<file path="config.mk">
export PLATFORM = sky130hd
export DESIGN_NAME = mac_sequencer
export DESIGN_NICKNAME = d
export VERILOG_FILES = /design/src/rtl/mac_seq_pkg.sv /design/src/rtl/valid_delay_line.sv /design/src/rtl/mac_sequencer.sv
export SDC_FILE = /design/constraint.sdc
export NUM_CORES = 1
export LEC_CHECK = 0
export BUFFER_PORTS_ARGS = -buffer_cell sky130_fd_sc_hd__buf_2
export CAP_MARGIN = 20
export CORE_MARGIN = 4
export CORE_UTILIZATION = 35
export DETAILED_ROUTE_END_ITERATION = 7
export SYNTH_ARGS = -nofsm -noshare
export SYNTH_HDL_FRONTEND = slang
export SYNTH_SLANG_ARGS = --single-unit
</file>
<file path="constraint.sdc">
create_clock -name clk -period 2.2 [get_ports clk]
set_input_delay 0.44 -clock clk [delete_from_list [all_inputs] [get_ports clk]]
set_output_delay 0.44 -clock clk [all_outputs]
set_load 0.02 [all_outputs]
</file>
<file path="src/rtl/mac_seq_pkg.sv">
// Shared types and helpers for the MAC sequencer: state encoding, pipeline
// latency derivation and the drain counter type.
package mac_seq_pkg;

  typedef enum logic [2:0] {
    StIdle,
    StLoad,
    StRun,
    StDrain,
    StDone
  } state_t;

  // Drain counter covers pipeline latencies up to 255 cycles.
  localparam int unsigned DRAIN_CNT_W = 8;
  typedef logic [DRAIN_CNT_W-1:0] drain_cnt_t;

  function automatic int unsigned pipe_lat(input int unsigned mult_lat,
                                           input int unsigned add_lat);
    return mult_lat + add_lat;
  endfunction

endpackage

</file>
<file path="src/rtl/valid_delay_line.sv">
// Enable-gated shift register tracking result validity through the
// multiplier/adder pipeline; freezes whenever the enable is low.
module valid_delay_line #(
  parameter int unsigned DEPTH = 2
) (
  input  logic clk_i,
  input  logic rst_i,
  input  logic en_i,
  input  logic d_i,
  output logic q_o
);

  logic [DEPTH-1:0] sr_q;

  generate
    if (DEPTH == 1) begin : g_single
      always_ff @(posedge clk_i or posedge rst_i) begin
        if (rst_i) begin
          sr_q <= '0;
        end else if (en_i) begin
          sr_q <= d_i;
        end
      end
    end else begin : g_multi
      always_ff @(posedge clk_i or posedge rst_i) begin
        if (rst_i) begin
          sr_q <= '0;
        end else if (en_i) begin
          sr_q <= {sr_q[DEPTH-2:0], d_i};
        end
      end
    end
  endgenerate

  assign q_o = sr_q[DEPTH-1];

endmodule

</file>
<file path="src/rtl/mac_sequencer.sv">
// Sequences one dot-product pass: clears the address generator, issues size
// operand sets, drains the multiplier/adder pipeline and pulses done.
module mac_sequencer
  import mac_seq_pkg::*;
#(
  parameter int unsigned ADDR_WIDTH = 10,
  parameter int unsigned MULT_LAT   = 1,
  parameter int unsigned ADD_LAT    = 1
) (
  input  logic                clk,
  input  logic                rst,
  input  logic                go,
  input  logic [ADDR_WIDTH:0] size,
  input  logic                hold,
  output logic                addr_clr,
  output logic                addr_en,
  output logic                pipe_en,
  output logic                out_valid,
  output logic                busy,
  output logic                done
);

  localparam int unsigned PIPE_LAT = pipe_lat(MULT_LAT, ADD_LAT);
  localparam logic [ADDR_WIDTH:0] SIZE_MAX = {1'b1, {ADDR_WIDTH{1'b0}}};
  localparam logic [ADDR_WIDTH:0] ONE = {{ADDR_WIDTH{1'b0}}, 1'b1};
  localparam drain_cnt_t DRAIN_LAST = drain_cnt_t'(PIPE_LAT - 1);
  localparam drain_cnt_t DRAIN_ONE = drain_cnt_t'(1);

  state_t              state_q, state_d;
  logic [ADDR_WIDTH:0] size_q;
  logic [ADDR_WIDTH:0] issue_cnt_q;
  drain_cnt_t          drain_cnt_q;
  logic                issue_last;
  logic                drain_last;

  assign issue_last = (issue_cnt_q == (size_q - ONE));
  assign drain_last = (drain_cnt_q == DRAIN_LAST);

  always_ff @(posedge clk or posedge rst) begin
    if (rst) begin
      state_q <= StIdle;
    end else begin
      state_q <= state_d;
    end
  end

  always_comb begin
    state_d = state_q;
    unique case (state_q)
      StIdle: begin
        if (go) begin
          state_d = (size == '0) ? StDone : StLoad;
        end
      end
      StLoad:  state_d = StRun;
      StRun: begin
        if (!hold && issue_last) begin
          state_d = StDrain;
        end
      end
      StDrain: begin
        if (!hold && drain_last) begin
          state_d = StDone;
        end
      end
      StDone:  state_d = StIdle;
      default: state_d = StIdle;
    endcase
  end

  always_comb begin
    addr_clr = 1'b0;
    addr_en  = 1'b0;
    pipe_en  = 1'b0;
    busy     = 1'b1;
    done     = 1'b0;
    unique case (state_q)
      StIdle:  busy = 1'b0;
      StLoad:  addr_clr = 1'b1;
      StRun: begin
        addr_en = ~hold;
        pipe_en = ~hold;
      end
      StDrain: pipe_en = ~hold;
      StDone:  done = 1'b1;
      default: busy = 1'b0;
    endcase
  end

  // Size is captured once at acceptance so later changes leave the pass alone.
  always_ff @(posedge clk or posedge rst) begin
    if (rst) begin
      size_q <= '0;
    end else if (state_q == StIdle && go) begin
      size_q <= (size > SIZE_MAX) ? SIZE_MAX : size;
    end
  end

  always_ff @(posedge clk or posedge rst) begin
    if (rst) begin
      issue_cnt_q <= '0;
    end else if (state_q == StLoad) begin
      issue_cnt_q <= '0;
    end else if (state_q == StRun && !hold) begin
      issue_cnt_q <= issue_cnt_q + ONE;
    end
  end

  always_ff @(posedge clk or posedge rst) begin
    if (rst) begin
      drain_cnt_q <= '0;
    end else if (state_q != StDrain) begin
      drain_cnt_q <= '0;
    end else if (!hold) begin
      drain_cnt_q <= drain_cnt_q + DRAIN_ONE;
    end
  end

  valid_delay_line #(
    .DEPTH(PIPE_LAT)
  ) u_valid_delay_line (
    .clk_i(clk),
    .rst_i(rst),
    .en_i (pipe_en),
    .d_i  (state_q == StRun),
    .q_o  (out_valid)
  );

endmodule
</file>
Word level (Yosys, flattened, before mapping)
Index checks and enable logic that the tools add are counted.
{ "word_totals": {"regBits": 35, "output_inout_bits": 6} }
{ "op_classes": {"n_bitwise": 1, "n_lt_le_gt_ge": 1, "addsub": 3, "n_mux": 15, "reduce_logical": 11, "n_eq_ne": 11} }
{ "op_table": {"columns": ["op", "n"], "rows": [
  ["11-bit two-way mux", 3],
  ["8-bit two-way mux", 2],
  ["3-bit two-way mux", 4],
  ["3-bit case mux with 4 select lines", 1],
  ["11-bit by 1-bit adder with 11-bit output (second input constant)", 1],
  ["11-bit equality test", 1],
  ["11-bit > comparator (second input constant)", 1],
  ["11-bit zero test", 1],
  ["11-bit by 1-bit subtractor with 11-bit output (second input constant)", 1],
  ["8-bit by 1-bit adder with 8-bit output (second input constant)", 1],
  ["8-bit by 1-bit equality test with 1-bit output (second input constant)", 1],
  ["3-bit by 2-bit equality test with 1-bit output (second input constant)", 2],
  ["2-bit != test (second input constant)", 3],
  ["1-bit two-way mux", 5],
  ["1-bit logical AND", 4],
  ["4-bit OR reduction", 1],
  ["3-bit by 1-bit equality test with 1-bit output (second input constant)", 1],
  ["3-bit equality test (second input constant)", 1],
  ["3-bit zero test", 1],
  ["3-bit by 2-bit != test with 1-bit output (second input constant)", 1],
  ["3-bit AND reduction", 1],
  ["2-bit by 1-bit != test with 1-bit output (second input constant)", 1],
  ["2-bit nonzero test", 1],
  ["2-bit OR reduction", 1],
  ["2 further kinds", 2]
]} }

Logic depth before layout (Yosys ltp)
Gate-level depths: netlist (run 1).
{ "depth": {"word_depth": 5, "depth_mapped": 7} }

Modules after synthesis
A second synthesis (run 1) with hierarchy kept.
{ "hier_totals": {"hier_cells": 216, "area_unflattened_um2": 2043.2} }
{ "by_module_without_submodules": {"columns": ["module", "cells_each", "instances", "seq_area_each_um2", "area_each_um2"], "rows": [
  ["mac_sequencer", 211, 1, 825.8, 1966.9],
  ["valid_delay_line", 5, 1, 50.0, 76.3]
]} }

Worst setup path before layout (run 1)
No wires, ideal clock.
{ "synth_path": {"path_type": "input to register", "startpoint": "input hold", "endpoint": "register issue_cnt_q[8]", "arrival_time_ns": 1.785, "setup_time_ns": 0.142, "stages": 6, "n_path_buf": 1, "slack_ns": 0.273, "required_time_ns": 2.058, "path_cell_list": "buf_2 > nor4b_4 > and4_1 > nand3_1 > xor2_1 > nor2_1"} }
{ "synth_via": {"elab_chain_len": 3} }
{ "synth_lines": {"columns": ["element", "line_no", "text"], "rows": [
  ["from (decl)", "mac_sequencer.sv:14", "input logic hold,"],
  ["1-bit zero test", null, null],
  ["1-bit logical AND", "mac_sequencer.sv:104", "end else if (state_q == StRun && !hold) begin"],
  ["2-bit nonzero test (no source line)", null, null],
  ["to (signal assigned)", "mac_sequencer.sv:105", "issue_cnt_q <= issue_cnt_q + ONE;"],
  ["to (decl)", "mac_sequencer.sv:31", "logic [ADDR_WIDTH:0] issue_cnt_q;"]
]} }
No other way between the ends.
A chain may end at the register's enable or synchronous reset.

Worst setup path after layout (run 1)
{ "layout_path": {"startpoint": "register state_q[2]", "endpoint": "output addr_en"} }
{ "layout_via": {"elab_chain_len": 2} }
{ "layout_lines": {"columns": ["element", "line_no", "text"], "rows": [
  ["from (decl)", "mac_sequencer.sv:29", "state_t state_q, state_d;"],
  ["from (signal assigned)", "mac_sequencer.sv:41", "state_q <= StIdle;"],
  ["from (signal assigned)", "mac_sequencer.sv:43", "state_q <= state_d;"],
  ["3-bit by 2-bit equality test with 1-bit output", "mac_sequencer.sv:77", "unique case (state_q)"],
  ["1-bit two-way mux", "mac_sequencer.sv:77", null],
  ["to (decl)", "mac_sequencer.sv:16", "output logic addr_en,"]
]} }
No other way between the ends.

==> impl_metrics.csv, run 1 <==
group,metric,value,unit
outcome,status,"finished clean",
route,drc,0,
clock_tree,cts_setup_buffers,0,
sta,relSlewSlack,70.35,%
clock_tree,htreeDepth,2,
pwr,leakagePower,0.001004,uW
clock_tree,holdBufCountCts,0,
critical_path,path_max_fanout,8,
cells_and_area,drive_above_1_share,15.09,%
sta,max_freq,512.7,MHz
pwr,p_switching,443.5,uW
synthesis,synthesis.nets,227,
route,post_drt_wl_per_cell,12.72,um
pwr,power.internal,1055,uW
pwr,worst_ir_drop_vdd,0.0002693,V
sta,final_max_slew_viol_count,0,
floorplan,initial_core_util,35.95,%
floorplan,die_w,83.20,um
global_route,grt_pass1_wl,6796,um
clock_tree,numClockSinks,35,
global_route,antenna_found_initial,0,
synthesis,syn_inst,208,
route,drt_pass1_iterations,4,
critical_path,crit_chain,"nor4b_4 -> buf_4 -> buf_2",
floorplan,coreArea,5507,um^2
critical_path,startpoint_type,"register",
route,drtAntennaViolNets,0,
clock_tree,clockRootBuffer,"clkbuf_8",
cells_and_area,fin_util,40.72,%
route,detailroute.via_count,1475,
critical_path,r2r_setup_slack,330,ps
sta,grt_setup_unrepaired,"false",
critical_path,worst-setup-path-type,"register to output port",
floorplan,dieArea,6922,um^2
cells_and_area,final_nets,250,
clock_tree,cts_buffers,5,
critical_path,worst-path-buf-inv,2,
synthesis,syn_avg_cell_area,9.516,um^2
synthesis,synth_cell_type_count,40,
sta,setup_tns,0,ps
pwr,p_seq_share,54.6,%
job,cap_violations,0,
clock_tree,insertion_delay,280,ps
placement,place_area,2161,um^2
cells_and_area,antenna_cells,0,
synthesis,yosys_most_used_dff,"dfrtp_1",
cells_and_area,num-fill-cells,551,
global_route,grt_pass1_vias,1468,
clock_tree,cts.clk_slew.worst_paths,70,ps
sta,worst_pin_slew,444.8,ps
critical_path,end_kind,"output port",
sta,setup-violations-final,0,
clock_tree,cts_resized,0,
clock_tree,tritoncts,"done",
synthesis,yosysSeqAreaShare,44.25,%
sta,fin_crit_sh,88.65,%
global_route,grtUsageTotal,11.88,%
synthesis,yosys-top-cells-count,"dfrtp_1, nor2_1, xor2_1, nand2_1, o21ai_0",
floorplan,rows,27,
cells_and_area,final_area,2242,um^2
critical_path,critPathRequiredTime,1760,ps
floorplan,die_h,83.20,um
synthesis,netlist_top_cells_area,"dfrtp_1, xor2_1, nor2_1",
global_route,grt_max_degree,36,
pwr,switching_share,29.61,%
sta,final_hold_viol_count,0,
clock_tree,ctsLongestPathBuffers,2,
floorplan,ios,21,
route,drt_iter0_markers,55,
synthesis,synth_area_leader_cell,"dfrtp_1",
min_path,hold_path_class,"input port to asynchronous set/reset pin",
global_route,grt-ovfl-total,0,
route,viasPerCell,4.852,
cells_and_area,area_growth,13.27,%
cells_and_area,post_layout_nonfiller_instances,304,
synthesis,synthArstFlopShare,100.0,%
synthesis,yosys_warnings,0,
placement,hpwlAfterDp,2850,um
pwr,power_density,668.2,nW/um^2
sta,period_needed,1950,ps
synthesis,ys_ff_latch,35,
placement,io_buffers,20,
route,routed_wirelength,3867,um
synthesis,synth_top_area_share,44.25,%
placement,dpl.cell_count,296,
critical_path,critPathMaxStageDelay,490,ps
synthesis,synth_area,1979,um^2
pwr,p_clk_share,29.7,%
synthesis,synth_edf_count,0,
critical_path,worst_ep_arrival_time,1510,ps
placement,place_congestion,0.8183,
critical_path,cp_top_family,"flip-flops",
pwr,p_comb_share,15.8,%
critical_path,slowest_stage,"dfrtp_1",
sta,fin_worst_skew,6.673,ps
synthesis,post-synth-top-count-cell,"dfrtp_1",
[through the flow]
step / hold slack [ps] / setup WS [ps] / power (uW)
6_report: 244.3 / 249.7 / 1498
5_1_grt: 310.1 / 167.1 / 1596
4_1_cts: 259.2 / 224.5 / 1522
3_5_place_dp: 494.1 / 354.2 / 1071
3_3_place_gp: 486.9 / 382.9 / 1069
2_1_floorplan: 479.4 / 273.3 / 1002
[layer usage]
layer  share of wire (%)  track usage [%]  up-vias
met2                  46            19.53       27
met5                   0                0        -
met4                0.65            4.012        0
met1                  50            15.22      678
li1                    -                -      768
met3                 4.0            2.877        2
[sequential cells by signal (all words and copies together) (netlist names)]
signal,count
u_valid_delay_line.sr_q,2
state_q,3
drain_cnt_q,8
size_q,11
issue_cnt_q,11
[cells in the final DEF (no fill, tap or decap), types with 2 or more instances in the layout]
cell / n
a31oi_1: 4
nand3_1: 10
clkbuf_8: 5
nor2_1: 26
a21oi_1: 7
and3_1: 5
mux2_2: 2
buf_4: 4
nor4b_1: 2
clkbuf_1: 2
nor3b_1: 3
nor4_1: 3
nor3_1: 3
o21ai_0: 12
xor2_1: 18
or3_1: 2
dfrtp_1: 35
xnor2_1: 11
inv_1: 7
nand3b_1: 3
nand2b_1: 7
nand2_1: 13
nand4_1: 3
nor2b_1: 3
a22o_1: 3
ha_1: 4
buf_2: 20
a211oi_1: 2
[path summary, 6_finish.rpt]
check | end | cells past startpoint | start
setup / recovery | addr_en | 3 | state_q[2]$_DFFE_PP0P_
hold / removal | drain_cnt_q[1]$_DFFE_PP0P_ | 3 | rst
setup reg to reg | state_q[0]$_DFFE_PP0P_ | 7 | size_q[0]$_DFFE_PP0P_
hold reg to reg | u_valid_delay_line.sr_q[1]$_DFFE_PP0P_ | 1 | u_valid_delay_line.sr_q[1]$_DFFE_PP0P_
max in group asynchronous | size_q[2]$_DFFE_PP0P_ | 3 | rst
min in group clk | size_q[9]$_DFFE_PP0P_ | 2 | size[9]
[worst min-delay path, cell delays in order]
cell	delay, ps
buf_2	90
inv_1	40
buf_4	390
[power by group through the flow]
stage	Clock (uW)	Sequential, uW	Combinational (uW)
global placement	0	830	240
detailed placement	0	829	243
floorplan	0	782	220
finish	444	818	236
CTS	462	818	242
global route	490	831	274
[cell type report]
class,count,area (um^2),share of cell area [%]
clock buffers,7,76.32,3.404
clock inverters,1,5.005,0.2232
inverters,7,26.28,1.172
multi-input cells,158,1039,46.32
flip-flops and latches,35,875.8,39.06
well taps,72,90.09,4.018
repair buffers,24,130.1,5.804
[kinds of logic after synthesis]
| kind of cell | count (synthesis) | share of synthesized area [%] |
|---|---|---|
| buffers and inverters | 15 | 3.287 |
| multiplexers | 3 | 1.643 |
| adder cells (fa/ha/maj) | 4 | 2.529 |
| AND/OR/NAND/NOR | 89 | 25.28 |
| flip-flops | 35 | 44.25 |
| AO/OA/AOI/OAI | 33 | 10.18 |
| XOR/XNOR | 29 | 12.83 |
Power figures use the tool's default switching activity.
==> run 2, diff against run 1 <==
--- a/config.mk
+++ b/config.mk
@@ -10,6 +10,7 @@
 export CORE_MARGIN = 4
 export CORE_UTILIZATION = 35
 export DETAILED_ROUTE_END_ITERATION = 7
+export MAX_ROUTING_LAYER = met4
 export SYNTH_ARGS = -nofsm -noshare
 export SYNTH_HDL_FRONTEND = slang
 export SYNTH_SLANG_ARGS = --single-unit
==> impl_metrics.csv, run 2 (synthesis gave the netlist of run 1 again) <==
group,metric,value,unit
floorplan,die_h,83.20,um
floorplan,coreArea,5507,um^2
cells_and_area,multi_input_area,1039,um^2
clock_tree,cts.clk_slew.worst_paths,70,ps
floorplan,initial_core_util,35.95,%
route,drt_pass1_iterations,4,
sta,setup_tns,0,ps
cells_and_area,final_nets,250,
critical_path,r2r-end,"state_q[0]$_DFFE_PP0P_",
job,cap_violations,0,
global_route,grt_pass1_vias,1467,
global_route,grt_pass1_wl,6803,um
clock_tree,numClockSinks,35,
cells_and_area,area_growth,13.27,%
floorplan,dieArea,6922,um^2
critical_path,critPathRequiredTime,1760,ps
critical_path,timing.rr.start,"size_q[0]$_DFFE_PP0P_",
min_path,hold_path_class,"input port to asynchronous set/reset pin",
critical_path,slowest_stage,"dfrtp_1",
critical_path,critPathMaxStageDelay,490,ps
floorplan,rows,27,
clock_tree,cts_resized,0,
critical_path,worst_ep_arrival_time,1510,ps
clock_tree,ctsLongestPathBuffers,2,
placement,io_buffers,20,
cells_and_area,antenna_cells,0,
critical_path,startpoint_type,"register",
route,viasPerCell,4.836,
cells_and_area,num-fill-cells,551,
clock_tree,clockRootBuffer,"clkbuf_8",
placement,hpwlAfterDp,2850,um
clock_tree,insertion_delay,280,ps
route,drc,0,
clock_tree,holdBufCountCts,0,
outcome,status,"finished clean",
cells_and_area,register_area,875.8,um^2
sta,setup-violations-final,0,
floorplan,ios,21,
cells_and_area,layout_commonest_cell,"dfrtp_1",
route,detailroute.via_count,1470,
sta,max_freq,513.6,MHz
sta,grt_setup_unrepaired,"false",
sta,final_max_slew_viol_count,0,
placement,place_congestion,0.8305,
clock_tree,cts_setup_buffers,0,
cells_and_area,layout_common_cells,"dfrtp_1, nor2_1, buf_2",
clock_tree,cts_buffers,5,
critical_path,end_kind,"output port",
placement,preCtsSetupSlack,354.2,ps
route,drtAntennaViolNets,0,
clock_tree,htreeDepth,2,
clock_tree,tritoncts,"done",
critical_path,path_max_fanout,8,
global_route,grt_max_degree,36,
global_route,antenna_found_initial,0,
sta,layout_setup_ws,252.8,ps
floorplan,die_w,83.20,um
sta,worst_pin_slew,447.9,ps
pwr,power_density,668.6,nW/um^2
pwr,worst_ir_drop_vdd,0.0002692,V
route,routed_wirelength,3867,um
route,post_drt_wl_per_cell,12.72,um
sta,relSlewSlack,70.14,%
cells_and_area,fin_util,40.72,%
cells_and_area,drive_above_1_share,15.09,%
route,drt_iter0_markers,55,
global_route,grt-ovfl-total,0,
critical_path,reg2reg_depth,7,
critical_path,r2r_setup_slack,330,ps
sta,period_needed,1947,ps
sta,fin_crit_sh,88.51,%
sta,fin_worst_skew,7.785,ps
global_route,grtUsageTotal,12.21,%
cells_and_area,reg_top3,"issue_cnt_q x11, size_q x11, drain_cnt_q x8",
critical_path,crit_chain,"nor4b_4 -> buf_4 -> buf_2",
pwr,leakagePower,0.001004,uW
critical_path,worst-setup-path-type,"register to output port",
sta,final_hold_viol_count,0,
## run 2: cell counts in the layout (fill, tap and decap cells not counted)
No cell type changed its count.
## run 2: worst max path at each step
stage | from | to | cells after the start
final | state_q[2]$_DFFE_PP0P_ | addr_en | 3
after detailed placement | size_q[0]$_DFFE_PP0P_ | state_q[0]$_DFFE_PP0P_ | 7
after CTS | state_q[2]$_DFFE_PP0P_ | addr_en | 3
after floorplan | hold | issue_cnt_q[8]$_DFFE_PP0P_ | 6
after global placement | size_q[0]$_DFFE_PP0P_ | state_q[0]$_DFFE_PP0P_ | 7
after global routing | size_q[0]$_DFFE_PP0P_ | state_q[0]$_DFFE_PP0P_ | 7
## run 2: where the power goes
group	switching [uW]	internal, uW
Clock	222	222
Sequential	110	708
Combinational	112	125
## run 2: worst max-delay path: cells and delay by family, from the launching register on
kind	cells	cell delay [ps]
flops	1	490
buf+inv	2	380
simple gates	1	370
## run 2: area by class of cell
class	count	area share, %
Multi-Input combinational cell	158	46.32
Sequential cell	35	39.06
Timing Repair Buffer	24	5.804
Tap cell	72	4.018
Clock buffer	7	3.404
Inverter	7	1.172
Clock inverter	1	0.2232
## run 2: through the flow
step	hold slack [ps]	instance area, um^2	power (uW)	std cells
after floorplan	479.4	1979	1002	208
after global placement	486.9	2161	1069	296
after detailed placement	494.1	2161	1071	296
after CTS	259.2	2242	1522	304
after global routing	310.1	2242	1596	304
final	245.4	2242	1499	304
## run 2: metal layers
layer | share of wire (%) | routed length [um] | global-route usage, % | vias to the layer above
met4 | 1.1 | 43 | 4.012 | 0
met1 | 49 | 1906 | 15.22 | 676
met3 | 3.7 | 144 | 2.877 | 5
li1 | - | - | - | 767
met5 | 0 | 0 | - | -
met2 | 46 | 1773 | 19.53 | 22
==> run 3, diff against run 2 <==
--- a/config.mk
+++ b/config.mk
@@ -13,4 +13,5 @@
 export MAX_ROUTING_LAYER = met4
 export SYNTH_ARGS = -nofsm -noshare
 export SYNTH_HDL_FRONTEND = slang
+export SYNTH_HIERARCHICAL = 1
 export SYNTH_SLANG_ARGS = --single-unit
==> constraint.sdc (replaced) <==
create_clock -name clk -period 1.63 [get_ports clk]
set_input_delay 0.326 -clock clk [delete_from_list [all_inputs] [get_ports clk]]
set_output_delay 0.326 -clock clk [all_outputs]
set_load 0.02 [all_outputs]
==> impl_metrics.csv, run 3 <==
group,metric,value,unit
outcome,status,"finished, violations left",
outcome,violations,"setup timing",
placement,io_buffers,20,
synthesis,yosys-top-cells-count,"dfrtp_1, nor2_1, xor2_1, nand2_1, xnor2_1",
critical_path,critPathRequiredTime,1300,ps
placement,preCtsSetupSlack,-164.7,ps
sta,setup-violations-final,8,
sta,relSlewSlack,71.25,%
clock_tree,ctsLongestPathBuffers,2,
clock_tree,cts.clk_slew.worst_paths,70,ps
floorplan,die_w,84.41,um
critical_path,startpoint_type,"register",
pwr,power,2154,uW
synthesis,syn_inst,216,
pwr,worst_ir_drop_vdd,0.0004757,V
min_path,hold_path_class,"input port to register",
floorplan,initial_core_util,36.66,%
synthesis,yosys_most_used_dff,"dfrtp_1",
clock_tree,tritoncts,"done",
floorplan,coreArea,5574,um^2
critical_path,worst_ep_arrival_time,1440,ps
sta,max_freq,565.7,MHz
synthesis,synth_top_area_share,42.87,%
sta,fin_crit_sh,108.5,%
cells_and_area,layout_common_cells,"dfrtp_1, nor2_1, buf_4",
sta,worst_pin_slew,431.3,ps
synthesis,synthesis.nets,235,
floorplan,die_h,84.41,um
job,cap_violations,0,
cells_and_area,multi_input_area,1206,um^2
pwr,leakagePower,0.001281,uW
placement,hpwlAfterDp,3316,um
global_route,grt_pass1_wl,7941,um
placement,place_congestion,0.7990,
sta,final_hold_viol_count,0,
cells_and_area,antenna_cells,0,
synthesis,yosysSeqAreaShare,42.87,%
route,viasPerCell,4.866,
route,drtAntennaViolNets,0,
floorplan,dieArea,7124,um^2
synthesis,ys_ff_latch,35,
clock_tree,cts_buffers,5,
synthesis,post-synth-top-count-cell,"dfrtp_1",
synthesis,synth_cell_type_count,40,
placement,dpl.cell_count,324,
critical_path,worst-setup-path-type,"register to output port",
cells_and_area,register_area,879.6,um^2
cells_and_area,layout_commonest_cell,"dfrtp_1",
cells_and_area,area_growth,35.33,%
synthesis,yosys_warnings,6,
global_route,grt-ovfl-total,0,
clock_tree,numClockSinks,35,
synthesis,netlist_top_cells_area,"dfrtp_1, xor2_1, nor2_1",
route,drc,0,
global_route,grtUsageTotal,14.16,%
global_route,grt_max_degree,34,
sta,layout_setup_ws,-137.8,ps
clock_tree,insertion_delay,290,ps
cells_and_area,final_nets,289,
pwr,power_density,778.9,nW/um^2
clock_tree,clockRootBuffer,"clkbuf_8",
route,routed_wirelength,4616,um
synthesis,synthArstFlopShare,100.0,%
floorplan,rows,27,
synthesis,syn_avg_cell_area,9.459,um^2
synthesis,synth_edf_count,0,
sta,period_needed,1768,ps
global_route,grt_pass1_vias,1698,
global_route,antenna_found_initial,0,
sta,final_max_slew_viol_count,0,
cells_and_area,drive_above_1_share,32.47,%
critical_path,path_max_fanout,3,
critical_path,r2r_setup_slack,-80,ps
route,post_drt_wl_per_cell,13.46,um
synthesis,synth_area_leader_cell,"dfrtp_1",
cells_and_area,fin_util,49.61,%
clock_tree,htreeDepth,2,
synthesis,synth_area,2043,um^2
critical_path,end_kind,"output port",
sta,fin_worst_skew,8.321,ps
route,detailroute.via_count,1669,
route,drt_iter0_markers,46,
route,drt_pass1_iterations,4,
floorplan,ios,21,
sta,grt_setup_unrepaired,"true",
placement,place_area,2392,um^2
cells_and_area,final_area,2765,um^2
cells_and_area,num-fill-cells,506,
cells_and_area,post_layout_nonfiller_instances,343,
cells_and_area,reg_top3,"issue_cnt_q x11, size_q x11, drain_cnt_q x8",
run 3: path summary, 6_finish.rpt:
| check | from | end | cells past startpoint |
|---|---|---|---|
| setup reg to reg | size_q[4]$_DFFE_PP0P_ | state_q[0]$_DFFE_PP0P_ | 5 |
| max in group asynchronous | rst | size_q[1]$_DFFE_PP0P_ | 4 |
| setup / recovery | state_q[0]$_DFFE_PP0P_ | addr_en | 4 |
| hold / removal | size[9] | size_q[9]$_DFFE_PP0P_ | 2 |
| min in group asynchronous | rst | u_valid_delay_line/sr_q[0]$_DFFE_PP0P_ | 3 |
| hold reg to reg | u_valid_delay_line/sr_q[0]$_DFFE_PP0P_ | u_valid_delay_line/sr_q[0]$_DFFE_PP0P_ | 1 |
run 3: cell type report:
class,instances,share of cell area (%)
multi-input cells,165,43.62
repair buffers,57,16.88
well taps,72,3.258
clock buffers,8,3.620
inverters,6,0.8145
flip-flops and latches,35,31.81
run 3: metrics by stage:
step                      setup TNS, ps  hold WS, ps
after global placement           -134.2        189.1
after CTS                        -470.5        258.8
after detailed placement         -164.7        196.5
after global routing              -1000        266.1
after floorplan                  -764.7        67.18
final                            -389.7        269.7
run 3: worst max-delay path: stages (launching register included):
cell	delay [ps]
dfrtp_1	430
nor4b_4	330
buf_4	180
buf_6	90
buf_6	100
run 3: cell families (layout without fill, tap and decap cells):
| family | Yosys count | count (layout) | share of synthesized area, % |
|---|---|---|---|
| multiplexers | 5 | 5 | 2.633 |
| flip-flops | 35 | 35 | 42.87 |
| adder cells (fa/ha/maj) | 4 | 4 | 2.450 |
| AO/OA/AOI/OAI | 28 | 28 | 9.614 |
| XOR/XNOR | 32 | 32 | 13.72 |
| buffers and inverters | 16 | 71 | 3.735 |
| AND/OR/NAND/NOR | 96 | 96 | 24.99 |
run 3: what timing repair did:
action,4_1_cts,5_1_grt
hold buffers,1,0
endpoints found under the setup margin,6,11
cloned,0,0
gates resized for setup,22,19
setup buffers,9,1
pin swaps,3,7
hold endpoints to repair,2,0
run 3: power breakdown:
group	switching, uW	internal (uW)
logic	185	200
registers	115	949
clock network	319	386
run 3: metal layers:
layer | GRT usage [%] | vias to the layer above | share of wire (%)
met3 | 2.944 | 5 | 2.6
met4 | 4.317 | 0 | 1.3
met1 | 17.29 | 795 | 46
met2 | 23.60 | 19 | 50
met5 | - | - | 0
li1 | - | 850 | -
